==> src/rtl/mem_bus_arbiter.sv <==
// Two-master round-robin arbiter for a picorv32-style memory bus.
// Grant is held for a whole transaction, and a watchdog completes stalled accesses with ERR_DATA.
module mem_bus_arbiter #(
  parameter int unsigned TIMEOUT  = 255,
  parameter logic [31:0] ERR_DATA = 32'hDEADBEEF
) (
  input  logic        clk,
  input  logic        reset,

  input  logic        m0_valid,
  input  logic [31:0] m0_addr,
  input  logic [31:0] m0_wdata,
  input  logic [3:0]  m0_wstrb,
  output logic        m0_ready,
  output logic [31:0] m0_rdata,

  input  logic        m1_valid,
  input  logic [31:0] m1_addr,
  input  logic [31:0] m1_wdata,
  input  logic [3:0]  m1_wstrb,
  output logic        m1_ready,
  output logic [31:0] m1_rdata,

  output logic        mem_valid,
  output logic [31:0] mem_addr,
  output logic [31:0] mem_wdata,
  output logic [3:0]  mem_wstrb,
  input  logic        mem_ready,
  input  logic [31:0] mem_rdata,

  output logic [1:0]  grant,
  output logic        timeout_err,
  input  logic        err_clear
);

  localparam int unsigned CNT_W    = 16;
  localparam logic [CNT_W-1:0] CNT_LAST = CNT_W'(TIMEOUT - 1);

  typedef enum logic [1:0] {
    IDLE  = 2'd0,
    BUSY0 = 2'd1,
    BUSY1 = 2'd2
  } state_t;

  state_t           state, state_nxt;
  logic             last_grant, last_grant_nxt;
  logic [CNT_W-1:0] wait_cnt, wait_cnt_nxt;
  logic             err_set;

  // Selected-master view and completion result
  logic             owner;
  logic             sel_valid;
  logic [31:0]      sel_addr;
  logic [31:0]      sel_wdata;
  logic [3:0]       sel_wstrb;
  logic             done;
  logic [31:0]      done_data;

  // State, arbitration history, watchdog counter and sticky error flag
  always_ff @(posedge clk) begin
    if (reset) begin
      state       <= IDLE;
      last_grant  <= 1'b1;
      wait_cnt    <= '0;
      timeout_err <= 1'b0;
    end else begin
      state      <= state_nxt;
      last_grant <= last_grant_nxt;
      wait_cnt   <= wait_cnt_nxt;
      if (err_set) begin
        timeout_err <= 1'b1;
      end else if (err_clear) begin
        timeout_err <= 1'b0;
      end
    end
  end

  // Owner mux: the bus mirrors whichever master holds the grant
  always_comb begin
    owner     = (state == BUSY1);
    sel_valid = owner ? m1_valid : m0_valid;
    sel_addr  = owner ? m1_addr  : m0_addr;
    sel_wdata = owner ? m1_wdata : m0_wdata;
    sel_wstrb = owner ? m1_wstrb : m0_wstrb;
  end

  // Next-state, downstream request and completion decode
  always_comb begin
    state_nxt      = state;
    last_grant_nxt = last_grant;
    wait_cnt_nxt   = '0;
    err_set        = 1'b0;
    done           = 1'b0;
    done_data      = '0;
    grant          = 2'b00;
    mem_valid      = 1'b0;
    mem_addr       = '0;
    mem_wdata      = '0;
    mem_wstrb      = '0;

    unique case (state)
      IDLE: begin
        // On a tie the master that did not finish last wins
        if (m0_valid && (!m1_valid || last_grant)) begin
          state_nxt = BUSY0;
        end else if (m1_valid) begin
          state_nxt = BUSY1;
        end
      end

      BUSY0, BUSY1: begin
        grant        = owner ? 2'b10 : 2'b01;
        mem_valid    = sel_valid;
        mem_addr     = sel_addr;
        mem_wdata    = sel_wdata;
        mem_wstrb    = sel_wstrb;
        wait_cnt_nxt = wait_cnt + CNT_W'(1);

        if (!sel_valid) begin
          // Withdrawn request: drop it quietly, history untouched
          state_nxt    = IDLE;
          wait_cnt_nxt = '0;
        end else if (mem_ready) begin
          done           = 1'b1;
          done_data      = mem_rdata;
          state_nxt      = IDLE;
          last_grant_nxt = owner;
          wait_cnt_nxt   = '0;
        end else if (wait_cnt == CNT_LAST) begin
          // Watchdog expiry: complete with the error word and retract the request
          done           = 1'b1;
          done_data      = ERR_DATA;
          mem_valid      = 1'b0;
          err_set        = 1'b1;
          state_nxt      = IDLE;
          last_grant_nxt = owner;
          wait_cnt_nxt   = '0;
        end
      end

      default: begin
        state_nxt = IDLE;
      end
    endcase

    // A reset cycle aborts the transaction without any handshake
    if (reset) begin
      done      = 1'b0;
      done_data = '0;
      mem_valid = 1'b0;
      err_set   = 1'b0;
    end
  end

  // Route the completion pulse back to the owning master only
  always_comb begin
    m0_ready = done && !owner;
    m1_ready = done && owner;
    m0_rdata = m0_ready ? done_data : 32'h0;
    m1_rdata = m1_ready ? done_data : 32'h0;
  end

endmodule

==> config.mk <==
export PLATFORM = sky130hd
export DESIGN_NAME = mem_bus_arbiter
export DESIGN_NICKNAME = d
export VERILOG_FILES = /design/src/rtl/mem_bus_arbiter.sv
export SDC_FILE = /design/constraint.sdc
export NUM_CORES = 1
export LEC_CHECK = 0
export BUFFER_PORTS_ARGS = -buffer_cell sky130_fd_sc_hd__buf_2
export CORE_AREA = 2 2 120 122
export CTS_BUF_LIST = sky130_fd_sc_hd__clkbuf_2
export DETAILED_ROUTE_END_ITERATION = 6
export DIE_AREA = 0 0 122 124
export SYNTH_ARGS = -nofsm -noshare
export SYNTH_HDL_FRONTEND = slang
export SYNTH_SLANG_ARGS = --single-unit
==> constraint.sdc <==
create_clock -name clk -period 4.6 [get_ports clk]
set_input_delay 0.69 -clock clk [delete_from_list [all_inputs] [get_ports clk]]
set_output_delay 0.69 -clock clk [all_outputs]
set_load 0.005 [all_outputs]
* Yosys cells after proc, flatten, opt, wreduce, memory -nomap -nowiden
Cells that the tools add are included.
** Storage, ports and cells
- Bits in read-only memories :: 0
- Output and inout port bits :: 138
- RAM bits :: 0
- Bits in registers :: 20
- Memories :: 0
- Latch bits :: 0
** Operators by class
- Reduce and logical (&&, ||, !) cells :: 13
- Shifts and indexed selects :: 0
- Bitwise gates (word level) :: 2
- $add $sub $neg :: 1
- Eq/ne operators :: 5
- Div/mod/pow operators :: 0
- $mul :: 0
- Mux-type cells :: 40
- Order comparisons :: 0
** Operators with widths (number)
- $mux W32 :: 11
- $mux W1 :: 19
- $add A16 B1 Y16 const B :: 1
- $eq A16 B8 Y1 const B :: 1
- $mux W2 :: 7
- $mux W4 :: 2
- $reduce_or A5 Y1 :: 1
- $ne A4 B4 Y1 const B :: 1
- $pmux W2 S2 :: 1
- $reduce_bool A2 Y1 :: 2
- $logic_and A1 B1 Y1 :: 3
- $ne A3 B3 Y1 const B :: 1
- $reduce_and A3 Y1 :: 1
- $eq A2 B1 Y1 const B :: 1
- $eq A2 B2 Y1 const B :: 1
- $logic_not A1 Y1 :: 2
- $logic_not A2 Y1 :: 1
- $not A1 Y1 :: 2
- $reduce_and A2 Y1 :: 1
- $reduce_or A2 Y1 :: 1
- $logic_or A1 B1 Y1 :: 1

* Logic depth before layout (Yosys ltp)
Gate-level depths: netlist (run 1).
- Depth after elaboration :: 8
- Gate-level depth with buffers :: 8
- Depth with buffers taken out :: 6

* Least setup slack after synthesis (run 1)
OpenSTA, ideal clock, no wires.
- Path kind :: register to output
- Start point :: register state[0]
- End point :: output m1_rdata[10]
- Required time :: 3.910 ns
- Stages on the path, launching flop included :: 9
- Arrival :: 1.920 ns
- Path slack :: 1.990 ns
- Cell sequence :: dfxtp_1 -> inv_1 -> ha_1 -> buf_2 -> mux2i_1 -> nor3_1 -> o211ai_1 -> clkbuf_1 -> nor2_1
** Between the ends
- Word-level cells in the longest chain between the ends :: 7
** RTL lines
- start: declaration :: RTL line 45 : state_t state, state_nxt;
- start signal: assignment :: RTL line 67 : state <= state_nxt;
- $eq A2 B2 Y1 * :: RTL line 80 : owner = (state == BUSY1);
- net owner :: RTL line 51 : logic owner;
- $mux W1 :: RTL line 81 : sel_valid = owner ? m1_valid : m0_valid;
- $mux W1 :: RTL line 119 : if (!sel_valid) begin
- $mux W1 :: RTL line 101 : unique case (state)
- $mux W1 :: RTL line 147 : if (reset) begin
- $logic_and A1 B1 Y1 :: RTL line 158 : m1_ready = done && owner;
- $mux W32 * :: RTL line 160 : m1_rdata = m1_ready ? done_data : 32'h0;
- end: declaration :: RTL line 22 : output logic [31:0] m1_rdata,
Mark *: on every way through the listed nets, which the timed path passes. The rest lies on a longest branch.

* Worst setup path in the final report (run 1)
- Start point :: register state[0]
- End point :: output m1_rdata[14]
** Between the ends
- Word-level cells in the longest chain between the ends :: 7
** RTL lines (RTL line)
- $eq A2 B2 Y1 :: 80, 101
- $mux W1 :: 81
- $mux W1 :: 119
- $mux W1 :: 101
- $mux W1 :: 147
- $logic_and A1 B1 Y1 :: 158
- $mux W32 * :: 160
Every way passes the cells marked *; elsewhere a longest branch is shown, timed or not.

==> results.md, run 1 <==
- In this run the number of H-tree levels came out at 1.
- The die span in x is between 100 and 150 microns.
- The start-to-end type of the worst setup path is reg -> out.
- In this run the remaining antenna-violating nets after routing total 0.
- IR analysis of the VDD net gives a maximum drop of between 0.1 and 0.15 mV.
- The area of the die is 15100 sq um.
- The net switching power of the design is 0.000305 W.
- The gate count after technology mapping is 370.
- The number of max-slew violations in the final report came to 0.
- The detailed-route vias per instance is 4.19.
- The y dimension of the die is between 100 and 150 microns.
- In the layout the commonest cells are sky130_fd_sc_hd__buf_2 (311), sky130_fd_sc_hd__nor2_1 (160), sky130_fd_sc_hd__mux2i_1 (69).
- The residual DRC count is 0.
- The internal power of the cells is approximately 0.00041 W.
- The nature of the critical path startpoint is a flip-flop.
- The cell area reported after detailed placement is roughly 4200 sq um.
- The post-route worst hold slack is 0.490 ns.
- Entering global routing, the biggest net connects 70 pins.
- The first global-routing pass estimated roughly 16000 microns of wire.
- The final layout net count is about 850.
- Setup repair after global routing left no endpoint under its margin.
- For the pin with the worst max-slew slack, the measured transition is slightly below 0.8 ns.
- Of the total power, combinational logic draws 0.645.
- For this run, the register share of the synthesized area comes to 0.163.
- The max-cap violation count is 0.
- Post-CTS timing repair inserted 0 buffers for setup.
- The worst relative slew slack is 0.487.
- In the final layout, the multi-input gates occupy between 1500 and 2000 sq um.
- The TritonCTS clock tree is yes.
- The final global-route overflow total is 0.
- The number of antenna violations at the first check in global routing is 4.
- The hold-fix buffer count after cts is 0.
- The clock network fraction of design power is 0.105.
- The upper clock frequency limit is around 290 MHz.
- Synthesis produced a netlist with a net count of around 550.
- The data required time at the worst endpoint is roughly 3.9 ns.
- The period utilization is 0.748.
- After filler insertion, the fill cell instance count of the layout stands at 1546.
- The combined global-route utilization of all metal layers is 0.132.
- Across the routed clock network, the largest skew measured is 0.0126 ns.
- The number of flops mapped to enable cells by yosys is 0.
- CTS placed an instance of sky130_fd_sc_hd__clkbuf_2 at the clock tree root.
- Of the total power, registers draw 0.250.
- Summed over all failing endpoints, the final setup total negative slack is 0 ns.
- The half-perimeter wire length of the detailed placement result is between 9000 and 10000 microns.
- The sequential standard cell area is between 400 and 500 sq um.
- The launch point of the worst path is state[0]$_SDFFE_PP0P_.
- The startpoint identified for the worst hold timing path is wait_cnt[0]$_SDFF_PP0_.
- The via count of the first global-routing pass is between 3000 and 4000.
- Synthesis instantiated 33 different standard cells from the library.
- The flow ran to the end, and the final reports show no timing, DRC or antenna violations.
- The final instance area is 4210 sq um.
- The via count is around 3500.
- The floorplan has 43 rows.
- The total power per unit cell area is roughly 170 nW/um^2.
- The leakage dissipation is between 2 and 2.5 nW.
- The effective utilization at floorplan is 0.179.
- The number of clock sinks is 20.
- The clock network latency to the later pin of the worst-skew pair is roughly 0.34 ns.
- For this run, the leading register cell type out of synthesis is sky130_fd_sc_hd__dfxtp_1.
- The Yosys step of the flow raised 0 warnings.
- The maximum clock insertion buffer count is 2.
- The number of gates resized after CTS was 0.
- The synthesized netlist occupies a cell area of about 2500 sq um.
- The first detailed-routing pass took 5 iterations.
- Of all nets on the critical path, the largest fanout is 26.
- The final setup violation count is 0.
- The critical path endpoint category is an output port.
- The clock-pin transition on the worst setup and hold timing paths is approximately 0.20 ns.
- The startpoint of the worst-slack reg-to-reg timing path is state[0]$_SDFFE_PP0P_.
- During placement, the flow inserted port buffers numbering 311.
- The average instance in the mapped netlist occupies 6.65 sq um.
- In this run, synthesis produced a sequential element count of 20.
- The library cell used most frequently in the layout, excluding fill and tap cells, is sky130_fd_sc_hd__buf_2.
- The number of placed cells counting well taps is between 800 and 900.
- The number of hold violations in the final report is 0.
- During I/O placement, the number of pins put on the boundary was roughly 310.
- The total wire length is around 12000 microns.
- Relative to the synthesized area, the layout overhead comes to 70.9%.
- Of the cells placed in the final design, the portion with a size suffix greater than 1 is 0.490.
- The detail-routed net length per standard cell is between 10 and 15 microns.
- The number of clock buffers inserted by TritonCTS is 3.
- The slack of the worst reg-to-reg path is ~2.3 ns.
- Counting flops with an async set or reset pin after synthesis yields a share of 0.
- The core footprint is 13700 sq um.
- Once layout is complete, the cells apart from fillers number approximately 850.
- The switching portion of total power is 0.425.
- The congestion estimate from routability-driven global placement came to 0.804.
- The DRC violation total after the first TritonRoute iteration is 210.
- Data arrives at the worst endpoint at approximately 2.8 ns.
- The clock period could shrink to roughly 3.4 ns.
- The min-delay analysis places its worst path in the category reg -> reg.
-- area by class of cell --
cell class	instances	share of cell area
inverters	13	0.0116
clock buffers	3	0.00357
clock inverters	1	0.000893
flip-flops and latches	20	0.0952
diodes	1	0.000595
multi-input cells	313	0.457
repair buffers	315	0.377
well taps	180	0.0536
-- synthesized netlist by cell type, drive strengths merged, types with 3 or more instances --
master,number,share of area
nor3,6,0.012
or4,3,0.012
xnor2,12,0.043
nand3,6,0.014
nand2,3,0.0046
nor4,5,0.019
o311ai,3,0.011
and2,17,0.043
ha,5,0.025
buf,12,0.023
mux2i,69,0.28
nor2,160,0.24
dfxtp,20,0.16
nand4,7,0.018
clkbuf,12,0.018
inv,12,0.018
o211ai,3,0.0092
-- per-layer routing --
| metal | routed length (microns) | track usage | vias to the layer above |
|---|---|---|---|
| met1 | 4770 | 0.172 | 1551 |
| met2 | 5710 | 0.226 | 161 |
| li1 | - | - | 1815 |
| met5 | 34 | 0 | - |
| met3 | 1220 | 0.0307 | 15 |
| met4 | 107 | 0.0216 | 6 |
-- metrics by stage --
stage	setup WS, ns	power (W)	util
after CTS	1.10	0.000730	0.306
after floorplan	1.99	0.000423	-
final	1.16	0.000719	0.307
after global routing	0.864	0.000778	0.306
after detailed placement	1.52	0.000653	0.305
after global placement	1.63	0.000654	0.305
-- cells by family after synthesis --
family,count (synthesis),synth area share
AND/OR/NAND/NOR,213,0.383
buffers and inverters,37,0.0610
AO/OA/AOI/OAI,12,0.0371
flip-flops,20,0.163
adder cells (fa/ha/maj),5,0.0254
XOR/XNOR,14,0.0498
multiplexers,69,0.281
-- worst max-delay path: stages, from the launching register on --
cell                      delay (ns)
sky130_fd_sc_hd__dfxtp_1        0.37
sky130_fd_sc_hd__inv_1          0.14
sky130_fd_sc_hd__ha_4           0.44
sky130_fd_sc_hd__mux2i_1        0.18
sky130_fd_sc_hd__nor3_1         0.50
sky130_fd_sc_hd__and3_1         0.47
sky130_fd_sc_hd__and2_1         0.19
sky130_fd_sc_hd__buf_2          0.11
-- flip-flops by register name, indices dropped and copies added (netlist names) --
name / flops
timeout_err: 1
last_grant: 1
state: 2
wait_cnt: 16
-- power groups by stage --
stage / sequential [W] / clock [W] / combinational (W)
floorplan: 0.000183 / 0 / 0.000241
global placement: 0.000183 / 0 / 0.000470
detailed placement: 0.000184 / 0 / 0.000470
CTS: 0.000180 / 0.0000778 / 0.000472
global route: 0.000181 / 0.0000873 / 0.000510
finish: 0.000180 / 0.0000754 / 0.000464
-- final timing paths --
path	endpoint	cells past startpoint
worst max register to register	wait_cnt[15]$_SDFF_PP0_	6
worst min-delay path	wait_cnt[0]$_SDFF_PP0_	1
worst min register to register	wait_cnt[0]$_SDFF_PP0_	1
worst max-delay path	m1_rdata[14]	7
(Power assumes the default switching activity.)
==> run 2, diff against run 1 <==
ABC_AREA = 1   (was default)
clock period = 3.02 ns   (was 4.6 ns; I/O delays follow)
==> run 2 against run 1 <==
  * Flip-flop and latch count stayed put
  * Clock power is 54% higher
  * Critical path depth is 2 higher
  * Sequential power is 55% higher
  * Highest routed layer is now met4
  * Power is 110% higher
  * Via count is 12% higher
  * Routed wire length is 0.66% lower
  * Die area stayed put
  * Global-route usage is 0.26 points higher
  * Critical endpoint is now m1_rdata[8]
  * Largest cell class unchanged
  * First-iteration DRC count is 12% lower
  * Synthesized area is 6.5% higher
==> results.md, run 2 <==
- The first-pass detailed-route iteration total is 6 (+1).
- The number of max-slew violations in the final report was 0 (unchanged).
- The final layout net count was 965 (+14%).
- The cell type with the highest occurrence count on the critical path is sky130_fd_sc_hd__inv_1.
- The number of flip-flops under the largest register name is 16 (unchanged).
- The flow ran to the end, and the final reports show no timing, DRC or antenna violations.
- Leaving out fill and tap cells, the most frequent cell in the layout is sky130_fd_sc_hd__buf_2.
- The area of the die is 15100 sq um (unchanged).
- The leakage dissipation is 2.62 nW (+13%).
- The number of buffers added for setup after CTS is 0 (unchanged).
- The final setup skew came to 0.00344 ns (-0.00912 ns).
- wait_cnt holds more flip-flops than any other register.
- For this run, the leading register cell type out of synthesis is sky130_fd_sc_hd__dfxtp_1.
- Setup repair after global routing left no endpoint under its margin.
- The via count of the first global-routing pass is 3255 (+7.3%).
- The sequential standard cell area came to 400 sq um (unchanged).
- The clock-pin transition on the worst setup and hold timing paths is 0.19 ns (about the same).
- The number of I/O port buffers is 311 (unchanged).
- STA classifies the critical path startpoint as a flip-flop.
- The floorplan row count was 43 (unchanged).
- The number of synthesis warnings was 0 (unchanged).
- The global routing stage identified its most utilized layer as met2.
- The met1 capacity usage during global routing is 0.170 (-0.00284).
- The half-perimeter wire length of the detailed placement result is 9550 microns (-1.6%).
- The residual DRC count is 0 (unchanged).
- The number of nets with antenna violations after detailed routing came to 0 (unchanged).
- The final period demand of the worst path is between 2 and 3 ns.
- The critical path goes through inv_1 > ha_2 > inv_1 > nor2_4 > nand2_2 > clkinv_4 > nand3_4 > nor3_1 > buf_2.
- Timing would allow up to between 300 and 400 MHz.
- The clock network latency to the later pin of the worst-skew pair is 0.33 ns (about the same).
- The number of cells upsized or downsized after cts was 0 (unchanged).
- The maximum fanout encountered on the critical timing path was 33 (+27%).
- The count of H-tree levels built during CTS came to 1 (unchanged).
- The first-pass GRT wire length is 16500 microns (+4.4%).
- The total power per unit cell area is 357 nW/um^2 (+110%).
- The cell taking the most area after synthesis is sky130_fd_sc_hd__nor2_1.
- The root buffer cell chosen for the clock tree is sky130_fd_sc_hd__clkbuf_2.
- The y dimension of the die was 124 microns (unchanged).
- After synthesis, the cell types taking the most area are sky130_fd_sc_hd__nor2_1 (34%), sky130_fd_sc_hd__dfxtp_1 (15%), sky130_fd_sc_hd__o21ai_0 (13%).
- The number of clock buffers inserted by TritonCTS is 3 (unchanged).
- The worst setup path is captured at an output port.
- The die span in x is 122 microns (unchanged).
- The post-synthesis instance area is 2620 sq um (+6.5%).
- The final global-route overflow total is 0 (unchanged).
- The total wire length is 11800 microns (-0.66%).
- The via count is 3957 (+12%).
- The worst stage delay on the critical path is 0.40 ns (-0.10 ns).
- The worst relative slew slack came to 0.631 (+0.144).
- The data required time at the worst endpoint is 2.57 ns (-1.34 ns).
- The detailed-route vias per instance is 4.10 (-2.3%).
- The final setup violation count came to 0 (unchanged).
- The hold-fix buffer count after cts was 0 (unchanged).
- The proportion of netlist area held by the largest area contributor is 0.339 (+0.0587).
- The standard cell with the maximum stage delay on the critical path is sky130_fd_sc_hd__dfxtp_1.
- The period utilization is 0.893.
- The number of hold violations in the final report is 0 (unchanged).
- The gate count after technology mapping came to 496 (+34%).
- The minimum setup slack in the final design is 0.323 ns (-0.836 ns).
- The number of I/O pins came to 312 (unchanged).
- The critical path is of the reg -> out type.
- The TritonCTS clock tree is yes.
- The arrival time at the worst endpoint is 2.24 ns (-0.51 ns).
- The number of distinct library cell variants in the gate-level netlist after synthesis is 32 (-3.0%).
- The detail-routed net length per standard cell was 12.2 microns (-13%).
- The placer's final routability congestion estimate is 0.762 (-5.2%).
- The number of flops mapped to enable cells by yosys came to 0 (unchanged).
- The utilization after layout is 0.312 (+0.00529).
- The register bit count reported by yosys is 20 (unchanged).
- The met2 usage is 0.243 (+0.0168).
- The fraction of layout instances using a drive strength above 1 is 0.446 (-0.0444).
- In the post-synthesis netlist, the cell with the most instances is sky130_fd_sc_hd__nor2_1.
- The combined global-route utilization of all metal layers came to 0.135 (+0.00264).
- The max-cap violation count was 0 (unchanged).
- The pin slew with the least headroom to its limit was 0.554 ns (-0.215 ns).
- The largest registers in the layout are wait_cnt: 16 flops, state: 2 flops.
- The number of clock sinks came to 20 (unchanged).
- The core footprint is 13700 sq um (unchanged).
- The peak ir drop on the vdd network is 0.188 mV (+77%).
- The number of inserted filler cells in the final layout was 1628 (+5.3%).
- The effective utilization at floorplan is 0.191 (+0.0117).
- Ranked by instance count, the synthesized netlist is headed by sky130_fd_sc_hd__nor2_1 (237), sky130_fd_sc_hd__o21ai_0 (69), sky130_fd_sc_hd__nand2_1 (36).
- The proportion of synthesized flip-flops having asynchronous set or reset came to 0 (unchanged).
- The met3 track utilization from global routing was 0.0284 (-0.00229).
- The mean instance size in the synthesized netlist was 5.28 sq um (-21%).
- The signed area change from the synthesized netlist to the final layout is 63.2%.
- The tightest min-delay check is of the in -> reg type.
- In the layout the commonest cells are sky130_fd_sc_hd__buf_2 (311), sky130_fd_sc_hd__nor2_1 (237), sky130_fd_sc_hd__o21ai_0 (69).
- The part of the Yosys area used for sequential elements came to 0.153 (-0.00994).
- The area of combinational cells with multiple inputs is 1890 sq um (-2.0%).
- The total negative slack for setup checks is 0 ns (unchanged).
- The pin count of the biggest net entering global routing is 69 (-1.4%).
- The synthesized netlist net count is 675 (+23%).
- The DRC violation total after the first TritonRoute iteration is 184 (-12%).
- The number of antenna violations at the first check in global routing is 1 (-3).
- The maximum clock insertion buffer count is 2 (unchanged).
- The worst setup slack after placement was 0.699 ns (-0.816 ns).
[run 2: cell count changes in the layout (fill, tap and decap cells not counted), moves of 5 or more]
| cell | change |
|---|---|
| sky130_fd_sc_hd__nor3_2 | +9 |
| sky130_fd_sc_hd__nand4_1 | -5 |
| sky130_fd_sc_hd__nand2_1 | +33 |
| sky130_fd_sc_hd__xnor2_1 | -10 |
| sky130_fd_sc_hd__inv_1 | +21 |
| sky130_fd_sc_hd__nor2_1 | +77 |
| sky130_fd_sc_hd__o21ai_0 | +69 |
| sky130_fd_sc_hd__and2_1 | -17 |
| sky130_fd_sc_hd__mux2i_1 | -69 |
[run 2: kinds of logic after synthesis]
logic type               synth area share
AND/OR/NAND/NOR                     0.518
AO/OA/AOI/OAI                       0.156
buffers and inverters               0.130
flip-flops                          0.153
XOR/XNOR                           0.0200
adder cells (fa/ha/maj)            0.0239
[run 2: routing by layer]
layer | vias up | routed length [microns]
li1 | 2125 | -
met1 | 1669 | 4790
met2 | 159 | 6000
met3 | 4 | 880
met4 | 0 | 88
met5 | - | 0
[run 2: per-stage QoR]
step	cell area, sq um	cells	hold slack, ns	total power (W)
CTS	4280	965	0.314	0.00156
finish	4280	966	0.338	0.00153
global route	4280	965	0.297	0.00169
detailed placement	4260	961	0.456	0.00144
global placement	4260	961	0.446	0.00144
floorplan	2620	496	0.430	0.000907
[run 2: where the power goes]
| part | internal [W] | leakage (nW) | switching [W] |
|---|---|---|---|
| Clock | 0.0000288 | 0.0140 | 0.0000868 |
| Combinational | 0.000457 | 2.44 | 0.000673 |
| Sequential | 0.000274 | 0.162 | 0.00000591 |
[run 2: path summary, 6_finish.rpt]
check	from	endpoint	slack, ns	cells after the start
worst max-delay path	state[1]$_SDFFE_PP0P_	m1_rdata[8]	0.32	9
worst min-delay path	err_clear	timeout_err$_SDFFE_PP0P_	0.34	2
worst max register to register	state[1]$_SDFFE_PP0P_	last_grant$_SDFFE_PP1P_	1.22	9
worst min register to register	wait_cnt[0]$_SDFF_PP0_	wait_cnt[0]$_SDFF_PP0_	0.49	1
[run 2: cell type report]
class                      count  area share
timing repair buffer         318       0.376
antenna                        1    0.000585
clock inverter                 1    0.000877
inverter                      35      0.0319
multi-input combinational    408       0.441
sequential                    20      0.0936
tap                          180      0.0526
clock buffer                   3     0.00351
[run 2: worst max-delay path, delay by kind of cell (launching register included)]
family	cells	cell delay, ns
buf+inv	4	0.38
simple gates	4	0.80
flops	1	0.40
fa+ha+maj	1	0.33
==> run 3, diff against run 2 <==
GPL_TIMING_DRIVEN = 0   (was default)
==> run 3 against run 2 <==
  * Die area unchanged
  * Sequential power about the same
  * Clock-buffer cell count unchanged
  * Register-to-register slack got worse by 0.12 ns
  * Maximum frequency decreased by 2.1%
  * Flip-flop and latch count unchanged
  * Routed wire length increased by 3.8%
  * Highest routed layer unchanged
==> results.md, run 3 (synthesis gave the netlist of run 2 again) <==
- In the layout the commonest cells are sky130_fd_sc_hd__buf_2 (318), sky130_fd_sc_hd__nor2_1 (237), sky130_fd_sc_hd__o21ai_0 (69).
- The run finished with clean final reports.
- The data required time at the worst endpoint was 2.57 ns (about the same).
- The detail-routed net length per standard cell came to 12.3 microns (+1.0%).
- The placer's final routability congestion estimate is 0.807 (+5.9%).
- The total negative slack for setup checks is 0 ns (unchanged).
- The critical path endpoint category is an output port.
- The number of I/O pins is 312 (unchanged).
- The final period demand of the worst path is 2.75 ns (+0.0575 ns).
- The first-pass detailed-route iteration total came to 4 (-2).
- The max-cap violation count is 0 (unchanged).
- The post-route worst hold slack is 0.308 ns (-0.0301 ns).
- The leakage dissipation is 2.69 nW (+2.9%).
- The cell area reported after detailed placement is 4400 sq um (+3.4%).
- The arrival time at the worst endpoint is 2.30 ns (+0.06 ns).
- The die span in x is 122 microns (unchanged).
- The number of hold violations in the final report is 0 (unchanged).
- The upper clock frequency limit is 363 MHz (-2.1%).
- The number of I/O port buffers is 311 (unchanged).
- The TritonCTS clock tree is yes.
- In the final layout, the registers with the most flip-flops are wait_cnt: 16 flops, state: 2 flops.
- Leaving out fill and tap cells, the most frequent cell in the layout is sky130_fd_sc_hd__buf_2.
- The count of H-tree levels built during CTS is 1 (unchanged).
- The half-perimeter wire length of the detailed placement result was 10400 microns (+8.9%).
- The core footprint came to 13700 sq um (unchanged).
- The number of clock sinks is 20 (unchanged).
- The maximum fanout encountered on the critical timing path came to 10 (-70%).
- The nature of the critical path startpoint is a flip-flop.
- The fraction of layout instances using a drive strength above 1 is 0.446 (+0.000503).
- The final instance area is 4430 sq um (+3.6%).
- The combined global-route utilization of all metal layers is 0.143 (+0.00812).
- The total wire length is 12200 microns (+3.8%).
- The number of max-slew violations in the final report is 0 (unchanged).
- The residual DRC count is 0 (unchanged).
- The worst relative slew slack is 0.701 (+0.0703).
- The final setup skew came to 0.0108 ns (+0.00737 ns).
- The via count of the first global-routing pass came to 3508 (+7.8%).
- The first-pass GRT wire length was 17500 microns (+5.8%).
- The maximum clock insertion buffer count is 2 (unchanged).
- The number of inserted filler cells in the final layout is 1612 (-0.98%).
- The final global-route overflow total is 0 (unchanged).
- The DRC violation total after the first TritonRoute iteration is 216 (+17%).
- The number of clock buffers inserted by TritonCTS is 3 (unchanged).
- The pin count of the biggest net entering global routing is 12 (-83%).
- The tree is rooted in a sky130_fd_sc_hd__clkbuf_2.
- The via count is 4071 (+2.9%).
- The pin slew with the least headroom to its limit is 0.449 ns (-0.105 ns).
- The hold-fix buffer count after cts came to 0 (unchanged).
- The area growth from synthesis to layout is 69.1%.
- The start-to-end type of the worst setup path is reg -> out.
- The effective utilization at floorplan is 0.191 (unchanged).
- The detailed-route vias per instance was 4.10 (+0.18%).
- The total power per unit cell area is 363 nW/um^2 (+1.9%).
- The clock network latency to the later pin of the worst-skew pair was 0.33 ns (about the same).
- The y dimension of the die is 124 microns (unchanged).
- The cell count of the worst reg-to-reg path came to 7 (-2).
- The clock-pin transition on the worst setup and hold timing paths is 0.20 ns (about the same).
- Setup repair after global routing left no endpoint under its margin.
- The final setup violation count is 0 (unchanged).
- The class of the tightest hold or removal check is in -> reg.
- The final layout net count was 991 (+2.7%).
- The peak ir drop on the vdd network is 0.223 mV (+19%).
- The area of the die came to 15100 sq um (unchanged).
- The number of antenna violations at the first check in global routing is 1 (unchanged).
- The number of nets with antenna violations after detailed routing was 0 (unchanged).
- The floorplan row count is 43 (unchanged).
- The number of flip-flops under the largest register name is 16 (unchanged).
- The cell count of the worst hold path came to 2 (unchanged).
- The period utilization came to 0.912 (+0.0190).
- The register with the most flip-flops in the final layout is wait_cnt.
-- run 3: cell count changes in the layout (fill, tap and decap cells not counted), sizes merged --
cell,previous run,this run
clkbuf,3,18
buf,318,329
-- run 3: worst paths after layout --
kind	startpoint	endpoint	slack [ns]
hold reg to reg	timeout_err$_SDFFE_PP0P_	timeout_err$_SDFFE_PP0P_	0.49
hold / removal	err_clear	timeout_err$_SDFFE_PP0P_	0.31
setup reg to reg	state[1]$_SDFFE_PP0P_	wait_cnt[5]$_SDFF_PP0_	1.10
setup / recovery	state[0]$_SDFFE_PP0P_	mem_addr[29]	0.27
-- run 3: routing by layer --
layer,track usage,part of all wire,vias up
li1,-,-,2177
met1,0.190,0.44,1706
met2,0.253,0.49,182
met3,0.0211,0.068,6
met4,0.0172,0.0066,0
met5,0,0,-
-- run 3: area by class of cell --
class / count / area [sq um] / share of cell area
antenna: 1 / 2.50 / 0.000565
tap: 180 / 225 / 0.0508
clock inverter: 1 / 3.75 / 0.000847
clock buffer: 3 / 15.0 / 0.00339
timing repair buffer: 311 / 1560 / 0.351
inverter: 35 / 139 / 0.0313
buffer: 33 / 206 / 0.0466
multi-input combinational: 408 / 1880 / 0.425
sequential: 20 / 400 / 0.0903
-- run 3: timing repair --
action                                  in CTS  in global routing
hold endpoints to repair                     0                  0
resized for setup                            0                  6
endpoints found under the setup margin       0                 16
buffers inserted                             0                  0
-- run 3: metrics by stage --
step / total power, W / util / setup slack, ns / cells
3_5_place_dp: 0.00151 / 0.321 / 0.528 / 987
2_1_floorplan: 0.000907 / - / 1.06 / 496
5_1_grt: 0.00179 / 0.323 / 0.0519 / 991
6_report: 0.00161 / 0.323 / 0.265 / 992
3_3_place_gp: 0.00151 / 0.321 / 0.545 / 987
4_1_cts: 0.00163 / 0.322 / 0.101 / 991
-- run 3: worst max-delay path, stage by stage, from the launching register on --
cell and delay [ns]:
sky130_fd_sc_hd__dfxtp_1 0.38, sky130_fd_sc_hd__inv_1 0.08, sky130_fd_sc_hd__ha_1 0.24, sky130_fd_sc_hd__buf_6 0.16, sky130_fd_sc_hd__buf_2 0.21, sky130_fd_sc_hd__inv_4 0.15
sky130_fd_sc_hd__buf_4 0.20, sky130_fd_sc_hd__buf_2 0.24, sky130_fd_sc_hd__nor2_1 0.06, sky130_fd_sc_hd__nor2_1 0.11, sky130_fd_sc_hd__buf_2 0.15
-- run 3: power by group --
part           total, W  internal [W]  switching (W)
Sequential     0.000281      0.000274     0.00000784
Combinational   0.00121      0.000497       0.000716
Clock          0.000115     0.0000288      0.0000865
